$ cat config.mk
export PLATFORM = sky130hd
export DESIGN_NAME = byte_bus_mem_bridge
export DESIGN_NICKNAME = d
export VERILOG_FILES = /design/src/rtl/byte_bus_pkg.sv /design/src/rtl/byte_beat_shifter.sv /design/src/rtl/byte_bus_mem_bridge.sv
export SDC_FILE = /design/constraint.sdc
export NUM_CORES = 1
export LEC_CHECK = 0
export ABC_CLOCK_PERIOD_IN_PS = 9750
export CAP_MARGIN = 20
export CORE_MARGIN = 2
export CORE_UTILIZATION = 40
export CTS_CLUSTER_DIAMETER = 100
export DETAILED_ROUTE_END_ITERATION = 12
export GPL_ROUTABILITY_DRIVEN = 0
export PLACE_DENSITY = 0.67
export SYNTH_ARGS = -nofsm -noshare
export SYNTH_HDL_FRONTEND = slang
export SYNTH_SLANG_ARGS = --single-unit
$ cat constraint.sdc
create_clock -name clk -period 9.75 [get_ports clk]
set_input_delay 1.95 -clock clk [delete_from_list [all_inputs] [get_ports clk]]
set_output_delay 1.95 -clock clk [all_outputs]
set_load 0.02 [all_outputs]
$ cat src/rtl/byte_bus_pkg.sv
// Shared types, defaults and helpers for the byte-bus memory bridge.
package byte_bus_pkg;

  localparam int unsigned BEAT_BYTES     = 4;
  localparam int unsigned WORD_W         = BEAT_BYTES * 8;
  localparam int unsigned DEF_FRAME_LEN  = 10;
  localparam int unsigned DEF_RESP_PHASE = 6;
  localparam logic [7:0]  DEF_FILL_BYTE  = 8'hFF;
  localparam int unsigned PHASE_W        = 4;

  typedef logic [PHASE_W-1:0] ph_num_t;

  // idle=1 means no frame in progress; num is the frame phase P0..Pn otherwise.
  typedef struct packed {
    logic    idle;
    ph_num_t num;
  } phase_t;

  localparam phase_t PHASE_IDLE = '{idle: 1'b1, num: '0};
  localparam phase_t PHASE_P0   = '{idle: 1'b0, num: '0};

  function automatic logic [WORD_W-1:0] fill_word(input logic [7:0] b);
    return {BEAT_BYTES{b}};
  endfunction

  function automatic logic in_range(input ph_num_t p, input int unsigned lo,
                                    input int unsigned hi);
    return (32'(p) >= lo) && (32'(p) <= hi);
  endfunction

endpackage

$ cat src/rtl/byte_beat_shifter.sv
// Four-byte beat register: LSB-first beats shift in at the top, or a whole word
// loads and then shifts back out from byte 0.
module byte_beat_shifter
  import byte_bus_pkg::*;
(
  input  logic              clk_i,
  input  logic              rst_i,
  input  logic              load_i,
  input  logic [WORD_W-1:0] load_word_i,
  input  logic              shift_i,
  input  logic [7:0]        shift_byte_i,
  output logic [WORD_W-1:0] word_next_o,
  output logic [7:0]        byte_o
);

  logic [WORD_W-1:0] word_q, word_d;

  always_comb begin
    word_d = word_q;
    if (load_i) begin
      word_d = load_word_i;
    end else if (shift_i) begin
      word_d = {shift_byte_i, word_q[WORD_W-1:8]};
    end
  end

  always_ff @(posedge clk_i or posedge rst_i) begin
    if (rst_i) begin
      word_q <= '0;
    end else begin
      word_q <= word_d;
    end
  end

  assign word_next_o = word_d;
  assign byte_o      = word_q[7:0];

endmodule

$ cat src/rtl/byte_bus_mem_bridge.sv
// Byte-bus to valid/ready memory bridge: assembles address/write words from four
// beats, issues one request, serialises read data back. BYTE_BRIDGE_STATS_EN adds counters.
module byte_bus_mem_bridge
  import byte_bus_pkg::*;
#(
  parameter int unsigned FRAME_LEN  = DEF_FRAME_LEN,
  parameter int unsigned RESP_PHASE = DEF_RESP_PHASE,
  parameter logic [7:0]  FILL_BYTE  = DEF_FILL_BYTE
) (
  input  logic              clk,
  input  logic              rst,
  input  logic              frame_start,
  input  logic              bus_rw,
  input  logic [7:0]        bus_addr_byte,
  input  logic [7:0]        bus_data_in,
  output logic [7:0]        bus_data_out,
  output logic              bus_data_oe,
  output logic              mem_req,
  output logic              mem_we,
  output logic [WORD_W-1:0] mem_addr,
  output logic [WORD_W-1:0] mem_wdata,
  input  logic              mem_ready,
  input  logic              mem_rvalid,
  input  logic [WORD_W-1:0] mem_rdata,
  output logic              late_err
`ifdef BYTE_BRIDGE_STATS_EN
  ,
  output logic [15:0]       frame_cnt,
  output logic [15:0]       late_cnt
`endif
);

  localparam ph_num_t LastPh  = ph_num_t'(FRAME_LEN - 1);
  localparam ph_num_t IssuePh = ph_num_t'(BEAT_BYTES - 1);
  localparam ph_num_t DeadPh  = ph_num_t'(RESP_PHASE - 2);

  phase_t            phase_q, phase_d;
  logic              rw_q, rw_d, rd_wait_q, rd_wait_d;
  logic              req_q, req_d, we_q, we_d, late_q, late_d;
  logic [WORD_W-1:0] addr_q, addr_d, wdata_q, wdata_d;

  logic              in_frame, frame_end, restart, adv, beat, rw_cur, late_ev;
  logic              dat_load, dat_shift;
  logic [WORD_W-1:0] dat_load_word, addr_next, dat_next;
  logic [7:0]        dat_shift_in, dat_byte, unused_addr_byte;

  assign in_frame  = ~phase_q.idle;
  assign frame_end = in_frame && (phase_q.num == LastPh);
  assign restart   = frame_start && in_frame && !frame_end;
  assign adv       = in_frame && !frame_start && !frame_end;
  assign beat      = adv && (phase_q.num <= IssuePh);
  // rw is only latched at the phase-1 edge, so that edge must look at the pin itself
  assign rw_cur    = (phase_q.num == '0) ? bus_rw : rw_q;

  always_comb begin
    phase_d       = phase_q;
    rw_d          = rw_q;
    rd_wait_d     = rd_wait_q;
    req_d         = req_q;
    we_d          = we_q;
    addr_d        = addr_q;
    wdata_d       = wdata_q;
    dat_load      = 1'b0;
    dat_load_word = mem_rdata;
    dat_shift     = 1'b0;
    dat_shift_in  = bus_data_in;
    late_ev       = restart;

    if (frame_start) begin
      phase_d = PHASE_P0;
    end else if (frame_end) begin
      phase_d = PHASE_IDLE;
    end else if (in_frame) begin
      phase_d.num = phase_q.num + ph_num_t'(1);
    end

    if (req_q && mem_ready) req_d = 1'b0;
    if (frame_end && req_q && !mem_ready) late_ev = 1'b1;
    if (restart || frame_end) begin
      req_d     = 1'b0;
      rd_wait_d = 1'b0;
    end

    if (beat) begin
      dat_shift = ~rw_cur;
      if (phase_q.num == '0) rw_d = bus_rw;
    end

    if (adv && (phase_q.num == IssuePh)) begin
      req_d     = 1'b1;
      we_d      = ~rw_q;
      addr_d    = addr_next;
      rd_wait_d = rw_q;
      if (!rw_q) wdata_d = dat_next;
    end

    // Read data is only accepted up to the edge before the response window opens.
    if (adv && rd_wait_q) begin
      if (mem_rvalid) begin
        dat_load  = 1'b1;
        rd_wait_d = 1'b0;
      end else if (phase_q.num == DeadPh) begin
        dat_load      = 1'b1;
        dat_load_word = fill_word(FILL_BYTE);
        rd_wait_d     = 1'b0;
        late_ev       = 1'b1;
      end
    end

    if (adv && rw_q && in_range(phase_q.num, RESP_PHASE, RESP_PHASE + 2)) begin
      dat_shift    = 1'b1;
      dat_shift_in = '0;
    end

    late_d = late_q | late_ev;
  end

  always_ff @(posedge clk or posedge rst) begin
    if (rst) begin
      phase_q   <= PHASE_IDLE;
      rw_q      <= 1'b0;
      rd_wait_q <= 1'b0;
      req_q     <= 1'b0;
      we_q      <= 1'b0;
      addr_q    <= '0;
      wdata_q   <= '0;
      late_q    <= 1'b0;
    end else begin
      phase_q   <= phase_d;
      rw_q      <= rw_d;
      rd_wait_q <= rd_wait_d;
      req_q     <= req_d;
      we_q      <= we_d;
      addr_q    <= addr_d;
      wdata_q   <= wdata_d;
      late_q    <= late_d;
    end
  end

  byte_beat_shifter u_addr_shifter (
    .clk_i        (clk),
    .rst_i        (rst),
    .load_i       (1'b0),
    .load_word_i  ('0),
    .shift_i      (beat),
    .shift_byte_i (bus_addr_byte),
    .word_next_o  (addr_next),
    .byte_o       (unused_addr_byte)
  );

  byte_beat_shifter u_data_shifter (
    .clk_i        (clk),
    .rst_i        (rst),
    .load_i       (dat_load),
    .load_word_i  (dat_load_word),
    .shift_i      (dat_shift),
    .shift_byte_i (dat_shift_in),
    .word_next_o  (dat_next),
    .byte_o       (dat_byte)
  );

  assign mem_req      = req_q;
  assign mem_we       = we_q;
  assign mem_addr     = addr_q;
  assign mem_wdata    = wdata_q;
  assign late_err     = late_q;
  assign bus_data_oe  = in_frame && rw_q && in_range(phase_q.num, RESP_PHASE - 1, RESP_PHASE + 3);
  assign bus_data_out = (in_frame && rw_q && in_range(phase_q.num, RESP_PHASE, RESP_PHASE + 3))
                        ? dat_byte : 8'h00;

`ifdef BYTE_BRIDGE_STATS_EN
  logic [15:0] frame_cnt_q, frame_cnt_d, late_cnt_q, late_cnt_d;

  always_comb begin
    frame_cnt_d = frame_cnt_q + (frame_end ? 16'd1 : 16'd0);
    late_cnt_d  = late_cnt_q + (late_ev ? 16'd1 : 16'd0);
  end

  always_ff @(posedge clk or posedge rst) begin
    if (rst) begin
      frame_cnt_q <= '0;
      late_cnt_q  <= '0;
    end else begin
      frame_cnt_q <= frame_cnt_d;
      late_cnt_q  <= late_cnt_d;
    end
  end

  assign frame_cnt = frame_cnt_q;
  assign late_cnt  = late_cnt_q;
`endif

endmodule
==> results.txt <==
----------------------------------------------------
[Clock network]
  Root Driver ... sky130_fd_sc_hd__clkbuf_16
  Later-pin clock latency in the skew report ... a little over 400 ps
  Total of cells resized after clock tree synthesis ... 0
  Clock transition at the registers of the reported paths ... around 50 ps
  Total of hold buffers inserted after clock tree synthesis ... 0
  TritonCTS buffer count ... 17
  Total setup buffers inserted after CTS ... 0
  CTS tree ... built
  Num Clock Sinks ... 130
  CTS H-tree lvls ... 4
  Deepest clock path buffer count ... 2

[Global routing]
  Final global-route overflow total ... 0
  Antenna violations before repair ... 0
  Global router's overall resource usage ... 0.174
  First-pass GRT wire length ... around 20,000 um
  Number of global-route vias before repair ... slightly below 4,000
  Pin count of the biggest net entering global routing ... 73

[Critical path]
  Origin of the critical flop-to-flop path ... phase_q[2]
  Path depth of the worst reg2reg path ... 6
  CP Capture Type ... output pin
  Critical path peak fanout ... 8
  Worst Setup Path Type ... flop to output pin
  Kind of launch point of the worst setup path ... flop
  Data required time of the critical path ... around 7800 ps
  Endpoint of the most critical register-to-register path ... mem_wdata[4]
  Crit path DAT ... 2860 ps
  Setup slack on the worst flop-to-flop path ... about 6900 ps

[STA]
  Final Cycle Share ... 0.494
  Maximum clock frequency ... 208 MHz
  Crit path time final ... between 4000 and 5000 ps
  RSZ-0062 raised after global routing ... false
  Aggregate negative setup slack ... 0 ps
  Max Slew Vio Count ... 0
  Final setup violating endpoints ... 0
  Hold Vio Cnt, Final ... 0
  Worst setup slack after layout ... between 4000 and 5000 ps
  Actual transition at the worst max-transition pin ... about 1100 ps
  Tightest slew margin relative to the limit ... 0.280
  Skew final ... 4.64 ps

[Synthesis]
  Top cell type by total area after synthesis ... sky130_fd_sc_hd__dfrtp_1
  Net count of the mapped netlist ... ~530
  Proportion of netlist area held by the largest area contributor ... 0.565
  Gate count of the mapped netlist ... around 470
  Netlist area before placement ... 5720 um^2
  Sequential cell area fraction in the yosys report ... 0.569
  Synthesis warning total ... 0
  Post-synthesis register bit count ... between 100 and 150
  Leading cell types by total area after synthesis ... sky130_fd_sc_hd__dfrtp_1 (56%), sky130_fd_sc_hd__mux2_2 (12%), sky130_fd_sc_hd__mux2i_1 (5.8%)
  Number of different library cells in the post-synthesis netlist ... 43
  Mean cell area of the mapped netlist ... between 10 and 15 um^2

[Route]
  Number of optimization iterations in the first detailed-route pass ... 4
  Vias per cell ... 4.92
  Antenna viol nets, final ... 0
  Wire length after detailed routing ... around 13,000 um
  Number of DRC violations after detailed-routing iteration 0 ... 259
  Remaining design rule violation count ... 0
  Via count ... slightly below 4,000
  Routed length per placed instance ... between 15 and 20 um

[Layout]
  Number of filler cells placed in the layout ... around 1,200
  Area growth, synth to finish ... 36.1%
  FF+latch area ... 3250 um^2
  Final net count ... around 660
  # diodes ... 0
  Multi-input gate area in the final layout ... 2270 um^2
  Fin cells ... approximately 790
  Share of post-route cells with drive strength above 1 ... 0.173

[Floorplan]
  Die Outline Area ... 15,300 um^2
  Core footprint ... around 14,000 um^2
  Number of placement rows ... between 40 and 50
  Starting utilization of the core area ... 0.410
  Number of top-level design ports ... between 100 and 150
  Chip Height ... roughly 120 um
  Chip Width ... between 100 and 150 um

[Hold path]
  End of the worst hold path ... late_err
  Startpoint of the worst hold path ... late_err
  Min-delay worst type ... flop to flop
  Hold Path Stages ... 2

[Run status]
  Run status ... complete, no violations

[Job]
  # Max-Cap Violations ... 0

[Place]
  Pre-CTS WS ... 4930 ps
  Half-perimeter wire length after placement ... a little under 9000 um
  Placed Cells ... ~760
  Total of buffers placed on input and output ports ... about 130

[Power and ir drop]
  Pwr/cell area ... 308 nW/um^2
  P_leak ... about 3.5 nW
  Power after layout ... between 2 and 2.5 mW
  Max IR drop VDD ... between 0.1 and 0.15 mV

----------------------------------------------------
cell type report:
cell class              instances  area share
repair buffers                133       0.170
inverters                       8     0.00418
clock buffers                  21      0.0605
flip-flops and latches        130       0.418
clock inverters                11      0.0264
well taps                     180      0.0289
multi-input cells             311       0.292
kinds of logic after synthesis:
group,Yosys count,synth area share
mux,97,0.184
simple gates,138,0.115
flops,130,0.569
fa+ha+maj,4,0.00875
buf+inv,33,0.0335
compound gates,72,0.0895
where the power goes:
group | internal, mW | total (mW) | switching [mW]
clock network | 0.497 | 0.720 | 0.222
logic | 0.423 | 0.800 | 0.377
registers | 0.756 | 0.875 | 0.118
total | 1.68 | 2.39 | 0.717
flip-flops by register name, summed over array words and instances (netlist names):
signal and flops:
late_err 1, mem_addr 32, mem_req 1, mem_wdata 32, mem_we 1, phase_q 5
rd_wait_q 1, rw_q 1, u_addr_shifter.word_q 24, u_data_shifter.word_q 32
layout by cell type (no fill, tap or decap), drive strengths merged, types with 2 or more instances in the layout:
cell           count
and3b              3
o21ai             24
mux2i             33
bufinv             6
clkinv             5
nand3b             2
nor2              88
dfrtp            129
nand2b             2
nor3               3
a22o              23
buf                4
ha                 4
a21oi             10
o21a               9
clkbuf            21
and2              10
mux2              64
nor2b             16
nand2              9
clkdlybuf4s50    129
inv                8
cells in the mapped netlist (all sizes together):
master and n:
ha 4, nand2b 2, nor2 88, nor2b 16, mux2i 33, o211ai 1, nand4 1, nand3b 2
and3b 3, nand2 9, or3 1, clkbuf 7, dfstp 1, o41ai 1, o21ai 24, a21oi 10
and2b 1, o2111a 1, a22o 23, a32oi 1, and2 10, dfrtp 129, inv 8, mux2 64
buf 18, nor3 3, nor4 1, nand3 1, a31oi 1, o21a 9, o31ai 1
critical path: stages, from the launching register on:
cell	delay (ps)
sky130_fd_sc_hd__dfrtp_1	440
sky130_fd_sc_hd__inv_1	130
sky130_fd_sc_hd__ha_1	240
sky130_fd_sc_hd__o21ai_0	150
sky130_fd_sc_hd__a21oi_1	630
sky130_fd_sc_hd__and2_1	210
sky130_fd_sc_hd__clkdlybuf4s50_1	650
how the worst max path moves through the flow:
stage / end / cells past startpoint / startpoint
5_1_grt: bus_data_out[4] / 6 / phase_q[1]
3_5_place_dp: mem_wdata[4] / 7 / frame_start
3_3_place_gp: mem_wdata[4] / 7 / frame_start
6_report: bus_data_out[4] / 6 / phase_q[1]
2_1_floorplan: late_err / 1 / rst
4_1_cts: bus_data_out[4] / 6 / phase_q[1]
through the flow:
step	hold slack (ps)	cell area, um^2	util
2_1_floorplan	454	5720	-
3_3_place_gp	466	7110	0.510
3_5_place_dp	464	7110	0.510
4_1_cts	489	7780	0.558
5_1_grt	509	7780	0.558
6_report	481	7780	0.558
metal layers:
metal  vias up  routed length, um  GRT usage
met3        18                553     0.0420
met5         -                  0          0
met4         0                212     0.0767
li1       1904                  -          -
met2        93               5980      0.264
met1      1888               5960      0.237
Note: power is estimated with default switching activity, not from simulation.
